==> config.mk <==
export PLATFORM = sky130hd
export DESIGN_NAME = dual_pueo_thresh_loader
export DESIGN_NICKNAME = d
export VERILOG_FILES = /design/src/rtl/dual_pueo_thresh_loader.sv
export SDC_FILE = /design/constraint.sdc
export NUM_CORES = 2
export LEC_CHECK = 0
export BUFFER_PORTS_ARGS = -buffer_cell sky130_fd_sc_hd__buf_2
export CAP_MARGIN = 10
export CORE_ASPECT_RATIO = 1.2
export CORE_MARGIN = 5
export CORE_UTILIZATION = 55
export CTS_CLUSTER_SIZE = 12
export DETAILED_ROUTE_END_ITERATION = 10
export GPL_ROUTABILITY_DRIVEN = 0
export PLACE_DENSITY = 0.76
export SYNTH_ARGS = -nofsm -noshare
export SYNTH_HDL_FRONTEND = slang
export SYNTH_SLANG_ARGS = --single-unit
==> constraint.sdc <==
create_clock -name clk_i -period 3.7 [get_ports clk_i]
set_input_delay 0.185 -clock clk_i [delete_from_list [all_inputs] [get_ports clk_i]]
set_output_delay 0.185 -clock clk_i [all_outputs]
set_load 0.02 [all_outputs]
==> src/rtl/dual_pueo_thresh_loader.sv <==
// dual_pueo_thresh_loader
// Stages per-beam A/B thresholds written by software, then shifts them into the
// dual-beam trigger cascade (last beam first) and commits them with a single
// update strobe so every beam switches thresholds on the same clock.
module dual_pueo_thresh_loader #(
    parameter int NBEAMS = 48,
    parameter int TBITS  = 18,
    localparam int AW    = $clog2(NBEAMS)
) (
    input  logic                 clk_i,
    input  logic                 rst_ni,
    input  logic [AW-1:0]        thr_addr_i,
    input  logic [TBITS-1:0]     thr_dat_i,
    input  logic                 thr_sel_i,
    input  logic                 thr_wr_i,
    input  logic [1:0]           load_i,
    output logic                 busy_o,
    output logic                 done_o,
    output logic                 err_o,
    input  logic                 err_clr_i,
    output logic [2*TBITS-1:0]   thresh_o,
    output logic [1:0]           thresh_wr_o,
    output logic [1:0]           thresh_update_o
);

    localparam logic [AW:0]   NBEAMS_L = NBEAMS[AW:0];
    localparam logic [AW-1:0] LAST_IDX = AW'(NBEAMS - 1);

    typedef enum logic [1:0] {
        ST_IDLE,
        ST_PRIME,
        ST_SHIFT,
        ST_UPDATE
    } state_t;

    state_t                 state_q, state_d;
    logic [1:0]             mask_q, mask_d;
    logic [AW-1:0]          ptr_q, ptr_d;
    logic [2*TBITS-1:0]     thresh_q, thresh_d;
    logic [1:0]             wr_q, wr_d;
    logic [1:0]             upd_q, upd_d;
    logic                   done_q, done_d;
    logic                   err_q, err_d;

    // Staging RAM: one A and one B threshold per beam, never reset.
    logic [TBITS-1:0]       ram_a_q [NBEAMS];
    logic [TBITS-1:0]       ram_b_q [NBEAMS];

    logic                   stage_we;
    logic                   rd_en;
    logic [AW-1:0]          rd_idx;
    logic                   err_set;

    // Writes land only while idle and only for existing beams; anything else is dropped.
    assign stage_we = thr_wr_i && (state_q == ST_IDLE) && ({1'b0, thr_addr_i} < NBEAMS_L);

    // Staging RAM write port.
    always_ff @(posedge clk_i) begin
        if (stage_we) begin
            if (thr_sel_i) begin
                ram_b_q[thr_addr_i] <= thr_dat_i;
            end else begin
                ram_a_q[thr_addr_i] <= thr_dat_i;
            end
        end
    end

    // Next-state and output logic for the load sequencer.
    // The RAM read result is captured straight into the thresh register, so a read
    // issued in one cycle appears on thresh_o together with its wr strobe the next.
    always_comb begin
        state_d  = state_q;
        mask_d   = mask_q;
        ptr_d    = ptr_q;
        thresh_d = thresh_q;
        wr_d     = 2'b00;
        upd_d    = 2'b00;
        done_d   = 1'b0;
        rd_en    = 1'b0;
        rd_idx   = ptr_q;

        // Any write or load attempt while a sequence runs is rejected; set beats clear.
        err_set = (state_q != ST_IDLE) && (thr_wr_i || (load_i != 2'b00));
        err_d   = err_set || (err_q && !err_clr_i);

        case (state_q)
            ST_IDLE: begin
                if (load_i != 2'b00) begin
                    mask_d  = load_i;
                    ptr_d   = LAST_IDX;
                    state_d = ST_PRIME;
                end
            end
            ST_PRIME: begin
                // First read: the last beam's entry goes in first so it ends up farthest.
                rd_en   = 1'b1;
                rd_idx  = ptr_q;
                wr_d    = mask_q;
                state_d = ST_SHIFT;
            end
            ST_SHIFT: begin
                // ptr_q is the entry currently on thresh_o; fetch the next lower one.
                if (ptr_q != '0) begin
                    rd_en  = 1'b1;
                    rd_idx = ptr_q - 1'b1;
                    ptr_d  = ptr_q - 1'b1;
                    wr_d   = mask_q;
                end else begin
                    upd_d   = mask_q;
                    state_d = ST_UPDATE;
                end
            end
            ST_UPDATE: begin
                done_d  = 1'b1;
                state_d = ST_IDLE;
            end
            default: begin
                state_d = ST_IDLE;
            end
        endcase

        if (rd_en) begin
            thresh_d = {ram_b_q[rd_idx], ram_a_q[rd_idx]};
        end
    end

    // Sequencer and output registers; reset drops every strobe at once.
    always_ff @(posedge clk_i or negedge rst_ni) begin
        if (!rst_ni) begin
            state_q  <= ST_IDLE;
            mask_q   <= 2'b00;
            ptr_q    <= '0;
            thresh_q <= '0;
            wr_q     <= 2'b00;
            upd_q    <= 2'b00;
            done_q   <= 1'b0;
            err_q    <= 1'b0;
        end else begin
            state_q  <= state_d;
            mask_q   <= mask_d;
            ptr_q    <= ptr_d;
            thresh_q <= thresh_d;
            wr_q     <= wr_d;
            upd_q    <= upd_d;
            done_q   <= done_d;
            err_q    <= err_d;
        end
    end

    assign busy_o          = (state_q != ST_IDLE);
    assign done_o          = done_q;
    assign err_o           = err_q;
    assign thresh_o        = thresh_q;
    assign thresh_wr_o     = wr_q;
    assign thresh_update_o = upd_q;

endmodule

; Word level (Yosys, flattened, before mapping)
; Memories as Yosys holds them, arrays and structs flattened. A register that Yosys moved wholly into a read port is not among the register bits.
; Index checks and enable logic that the tools add are counted.
; W data, S select, Z words.
[totals]
regBits = 16
ramBits = 1728
in_bits = 31
output_inout_bits = 43
elab_cells = 53
mem_count = 2
[op_classes]
n_addsub = 1
order_cmp = 1
n_eq_ne = 5
muxes = 20
n_reduce_logical = 17
[memory_table]
columns = name, words, word_bits, rd, rd_clocked_by_memory_dff, write_ports, line_no
row1 = ram_a_q, 48, 18, 1, 1, 1, 46  ; logic [TBITS-1:0] ram_a_q [NBEAMS];
row2 = ram_b_q, 48, 18, 1, 1, 1, 47  ; logic [TBITS-1:0] ram_b_q [NBEAMS];
[op_table]
columns = cell, n
row1 = $mux W6, 3
row2 = $pmux W6 S2, 1
row3 = $mux W2, 5
row4 = $mux W1, 8
row5 = $pmux W2 S4, 1
row6 = $lt A6 B6 Y1 const B, 1
row7 = $reduce_and A2 Y1, 3
row8 = $reduce_bool A2 Y1, 3
row9 = $reduce_bool A6 Y1, 1
row10 = $sub A6 B1 Y6 const B, 1
row11 = $eq A2 B2 Y1 const B, 2
row12 = $logic_and A1 B1 Y1, 4
row13 = $pmux W2 S2, 1
row14 = $logic_not A1 Y1, 3
row15 = $eq A2 B1 Y1 const B, 1
row16 = $logic_not A2 Y1, 1
row17 = $logic_or A1 B1 Y1, 2
row18 = $ne A2 B1 Y1 const B, 1
row19 = $ne A2 B2 Y1 const B, 1
row20 = $pmux W1 S2, 1

; Logic depth before layout (Yosys ltp)
[logic_depth]
ltp_word = 5
mapped_depth = 16

; Worst setup path before layout
; OpenSTA, ideal clock, no wires.
[synth_path]
path_type = reg-to-reg
start = reg ptr_q[0]
end = reg thresh_q[12] (netlist: thresh_o[12]), read port of ram_a_q
arrival_ns = 3.038
setup_slack_ns = 0.543
path_stages_with_launch = 14
n_path_buf = 4
synth_period_minus_slack_ns = 3.157
cell_sequence = dfrtp_1 buf_2 clkinv_1 ha_1 nor3b_4 a31o_4 buf_6 nor2_8 buf_6 buf_2 mux4_2 a22oi_1 o21ai_1 o21a_1
[synth_between]
elab_chain_len = 3
[synth_rtl]
columns = element, line_no
row1 = from (decl), 38  ; logic [AW-1:0] ptr_q, ptr_d;
row2 = from (signal assigned), 141  ; ptr_q <= ptr_d;
row3 = $sub A6 B1 Y6 / $reduce_bool A6 Y1 (equally long branches), "105, 103"
row4 = $mux W6 / $mux W1 (equally long branches), --
row5 = $mux W6 / $pmux W1 S2 (equally long branches), 86  ; case (state_q)
row6 = to (decl), 39  ; logic [2*TBITS-1:0] thresh_q, thresh_d;
; Several ways; a longest one is shown, not always the timed one.
; A chain may end at the register's enable or synchronous reset.

; Worst setup path in the final report
[layout_path]
start = reg state_q[0]
end = reg thresh_q[33] (netlist: thresh_o[33]), read port of ram_b_q
[layout_between]
elab_chain_len = 2
[layout_rtl]
columns = element, line_no
row1 = from (decl), 36  ; state_t state_q, state_d;
row2 = from (signal assigned), 139  ; state_q <= state_d;
row3 = $eq A2 B2 Y1 / $eq A2 B1 Y1 (equally long branches), 86
row4 = $pmux W1 S2 / $mux W6 (equally long branches), 86
; Several ways; a longest one is shown, not always the timed one.

==> metrics.md <==
| Metric | Value |
|---|---|
| DR iter-0 viols | 6965 |
| Sw power | 0.0191 W |
| P per Cell Area | 712 nW/um^2 |
| Inserted Clock Buffers | 169 |
| Row Count | 143 |
| Clk Latency, worst-skew pair | 810 ps |
| Cell Chain, Critical Path | inv_1, ha_1, buf_12, nand3b_1, a21o_1, a211oi_4, buf_12, a32oi_1, nand4_1, a21boi_0, a31oi_1, buf_4, a211o_1 |
| Vias/cell | 6.66 |
| Post-DRT Antenna Nets | 0 |
| Worst r2r path cells | 13 |
| Synth Cell Area | 70000 sq um |
| Cell family with most CP delay | compound AO/OA/AOI/OAI gates |
| Synth unique cells | 74 |
| Cells after DPL | 6348 |
| Design area | 79300 sq um |
| Die Wd | 336 um |
| TritonRoute pass-1 iters | 8 |
| Layout Cells excl Fill | 6647 |
| Max Clk Rate | 0.279 GHz |
| Residual DRC | 0 |
| NumNets Final | 4916 |
| Routed wire length | 191000 um |
| Levels on crit path | 13 |
| Fin crit period | 3580 ps |
| Leakage | 26.5 nW |
| EDFF count, synth | 1728 |
| Clock network fraction of total power | 27.8% |
| Critical path endpoint category | register |
| Slew HR | 16.6% |
| Crit start category | register |
| CTS root buffer | clkbuf_16 |
| Post-synth ARST share | 2.92% |
| Filler instances | 8638 |
| Worst vdd ir | 0.715 mV |
| H-tree depth | 4 |
| Most frequent CP cell | buf_12 |
| Setup_tns | 0 ps |
| Combinational share of power | 31.7% |
| Antenna violations before repair | 12 |
| Mapped Avg Cell Area | 15.1 sq um |
| Synth top area share | 74.1% |
| Layout area overhead | 13.3% |
| Hold depth | 1 |
| Worst path max stage delay | 560 ps |
| IO buf count | 73 |
| Vias in the first global route | 43200 |
| First-pass GRT wire length | 280000 um |
| Seq pwr share | 40.5% |
| Largest net degree at the start of global routing | 125 |
| Cell count after synthesis | 4639 |
| Seq/Total Area, Yosys | 76.0% |
| Initial Utilization | 55.3% |
| Critical path's slowest cell | a21boi_0 |
| CP required | 4390 ps |
| Area after DPL | 74100 sq um |
| Routed WL per cell | 28.8 um |
| Register clock-pin slew on the reported worst setup and hold paths | 60 ps |
| Die area | 135000 sq um |
| Status | completed |
| DR vias | 44300 |
| Clock Tree Buf Depth | 3 |
| Ranking of synthesized cells by area | edfxtp_1 (74%), nand2_1 (4.0%), mux2i_1 (2.6%), a21oi_1 (2.5%), dfrtp_1 (1.9%) |
| Final setup viols | 0 |
| Crit path max fanout | 35 |
| Switching share of power | 33.8% |
| Hold WS | 35.3 ps |
| Synth Flop Type | edfxtp_1 |
| Detail Placement HPWL | 109000 um |
| Area of the core | 126000 sq um |
| #FFs+latches synth | 1780 |
| Post-Syn Nets | 4677 |
| Final count of hold timing violations | 0 |
| IO Pins | 74 |
| Max-slew violations | 0 |
| CTS tree | built |
| Max-Cap Viols | 0 |
| Global-route usage over all layers | 27.8% |
| Setup Skew | 28.7 ps |
| WP data arrival | 4280 ps |
| P_int | 0.0374 W |
| CP Class | register to register |
| Total congestion overflow | 0 |
| Warnings from Yosys | 0 |
| Share of layout cells above drive strength 1 | 14.1% |
| Worst Tran Pin Value | 1250 ps |
| CTS sink cnt | 1780 |
| Die H | 401 um |
| Period Utilization, post-route | 96.8% |
| Worst Hold Class | input port to register |
| Post-synth top area cell | edfxtp_1 |
| CP bufs+invs | 4 |
==> routing by layer <==
| metal | track usage, % | vias up | wire (um) |
|---|---|---|---|
| met5 | 0 | - | 49 |
| met4 | 13.6 | 8 | 10400 |
| met3 | 5.60 | 532 | 22500 |
| met2 | 44.2 | 3225 | 91700 |
| met1 | 37.2 | 21900 | 66800 |
| li1 | - | 18600 | - |
==> Yosys cell counts, types with 4 or more instances <==
cell type / number
o21ai_1: 5
clkbuf_1: 188
nor2_1: 120
inv_1: 7
dfrtp_1: 52
nand2_1: 754
a222oi_1: 32
and2_1: 8
buf_2: 105
a31oi_1: 136
o21ai_0: 135
o22ai_1: 6
buf_4: 15
a32o_1: 4
nor3_1: 8
buf_1: 19
edfxtp_1: 1728
nand2b_1: 4
nand4_1: 38
a32oi_1: 133
a22oi_1: 75
a21boi_0: 31
nor2b_1: 6
o21a_1: 4
a211o_1: 33
ha_1: 7
buf_6: 7
a21oi_1: 344
nand3_1: 256
mux2i_1: 183
nand3b_1: 4
a221oi_1: 67
mux4_2: 56
o31ai_1: 4
and3_1: 4
==> final cells by class <==
type | instances | area [sq um] | share of cell area [%]
diodes | 7 | 17.5 | 0.0221
clock buffers | 250 | 4650 | 5.86
clock inverters | 16 | 226 | 0.286
inverters | 9 | 33.8 | 0.0426
multi-input cells | 2515 | 15500 | 19.5
flip-flops and latches | 1780 | 53200 | 67.1
well taps | 1667 | 2090 | 2.63
repair buffers | 403 | 3610 | 4.55
==> path summary, 6_finish.rpt <==
kind	startpoint	endpoint	slack, ps
min in group asynchronous	rst_ni	thresh_o[25]$_DFFE_PN0P_	200
worst max-delay path	state_q[0]$_DFFE_PN0P_	thresh_o[33]$_DFFE_PN0P_	120
worst min register to register	thresh_o[27]$_DFFE_PN0P_	thresh_o[27]$_DFFE_PN0P_	500
worst min-delay path	thr_dat_i[17]	ram_b_q[43][17]$_DFFE_PP_	40
worst max register to register	state_q[0]$_DFFE_PN0P_	thresh_o[33]$_DFFE_PN0P_	120
max in group asynchronous	rst_ni	thresh_o[23]$_DFFE_PN0P_	2550
==> per-stage QoR <==
step	setup WS (ps)	util [%]	power, W
2_1_floorplan	543	-	0.0339
3_3_place_gp	-91.3	58.6	0.0401
3_5_place_dp	-130	58.6	0.0405
4_1_cts	-61.5	62.6	0.0562
5_1_grt	-18.6	62.7	0.0585
6_report	118	62.7	0.0565
==> registers in the layout (all words and copies together) (netlist names) <==
register,count
ram_a_q,864
done_o,1
err_o,1
state_q,2
mask_q,2
ram_b_q,864
thresh_update_o,2
ptr_q,6
thresh_o,36
thresh_wr_o,2
==> placed cells by master (no fill, tap or decap), types with 31 or more instances in the layout <==
| cell | n |
|---|---|
| nor2_2 | 31 |
| mux4_2 | 56 |
| clkbuf_16 | 174 |
| a221oi_1 | 67 |
| a222oi_1 | 32 |
| a211o_1 | 33 |
| a32oi_1 | 133 |
| clkbuf_1 | 73 |
| a22oi_1 | 75 |
| nand4_1 | 38 |
| mux2i_1 | 183 |
| nor2_1 | 88 |
| buf_2 | 55 |
| dfrtp_1 | 52 |
| buf_12 | 52 |
| nand3_1 | 256 |
| o21ai_0 | 135 |
| buf_4 | 282 |
| a31oi_1 | 135 |
| nand2_1 | 754 |
| edfxtp_1 | 1728 |
| a21oi_1 | 340 |
==> power groups by stage <==
stage	clock, W	combinational (W)	sequential, W
floorplan	0	0.0107	0.0232
CTS	0.0158	0.0175	0.0229
global placement	0	0.0168	0.0233
detailed placement	0	0.0172	0.0233
global route	0.0167	0.0190	0.0228
finish	0.0157	0.0179	0.0229
==> repair_timing <==
| item | in CTS | in global routing |
|---|---|---|
| hold buffers | 11 | 0 |
| hold endpoints to repair | 164 | 0 |
| endpoints found under the setup margin | 6 | 27 |
| gates resized for setup | 5 | 8 |
| cloned | 0 | 2 |
| buffers inserted | 4 | 9 |
| pin swaps | 1 | 3 |
==> logic make-up (layout without fill, tap and decap cells) <==
kind of cell	Yosys count	in the layout	synth area share [%]
fa+ha+maj	7	7	0.125
buf+inv	344	678	2.19
flops	1780	1780	76.0
xor+xnor	1	1	0.0125
mux	240	240	4.43
other cells	0	7	0
simple gates	1226	1226	7.43
compound gates	1041	1041	9.81
Power figures use the tool's default switching activity.
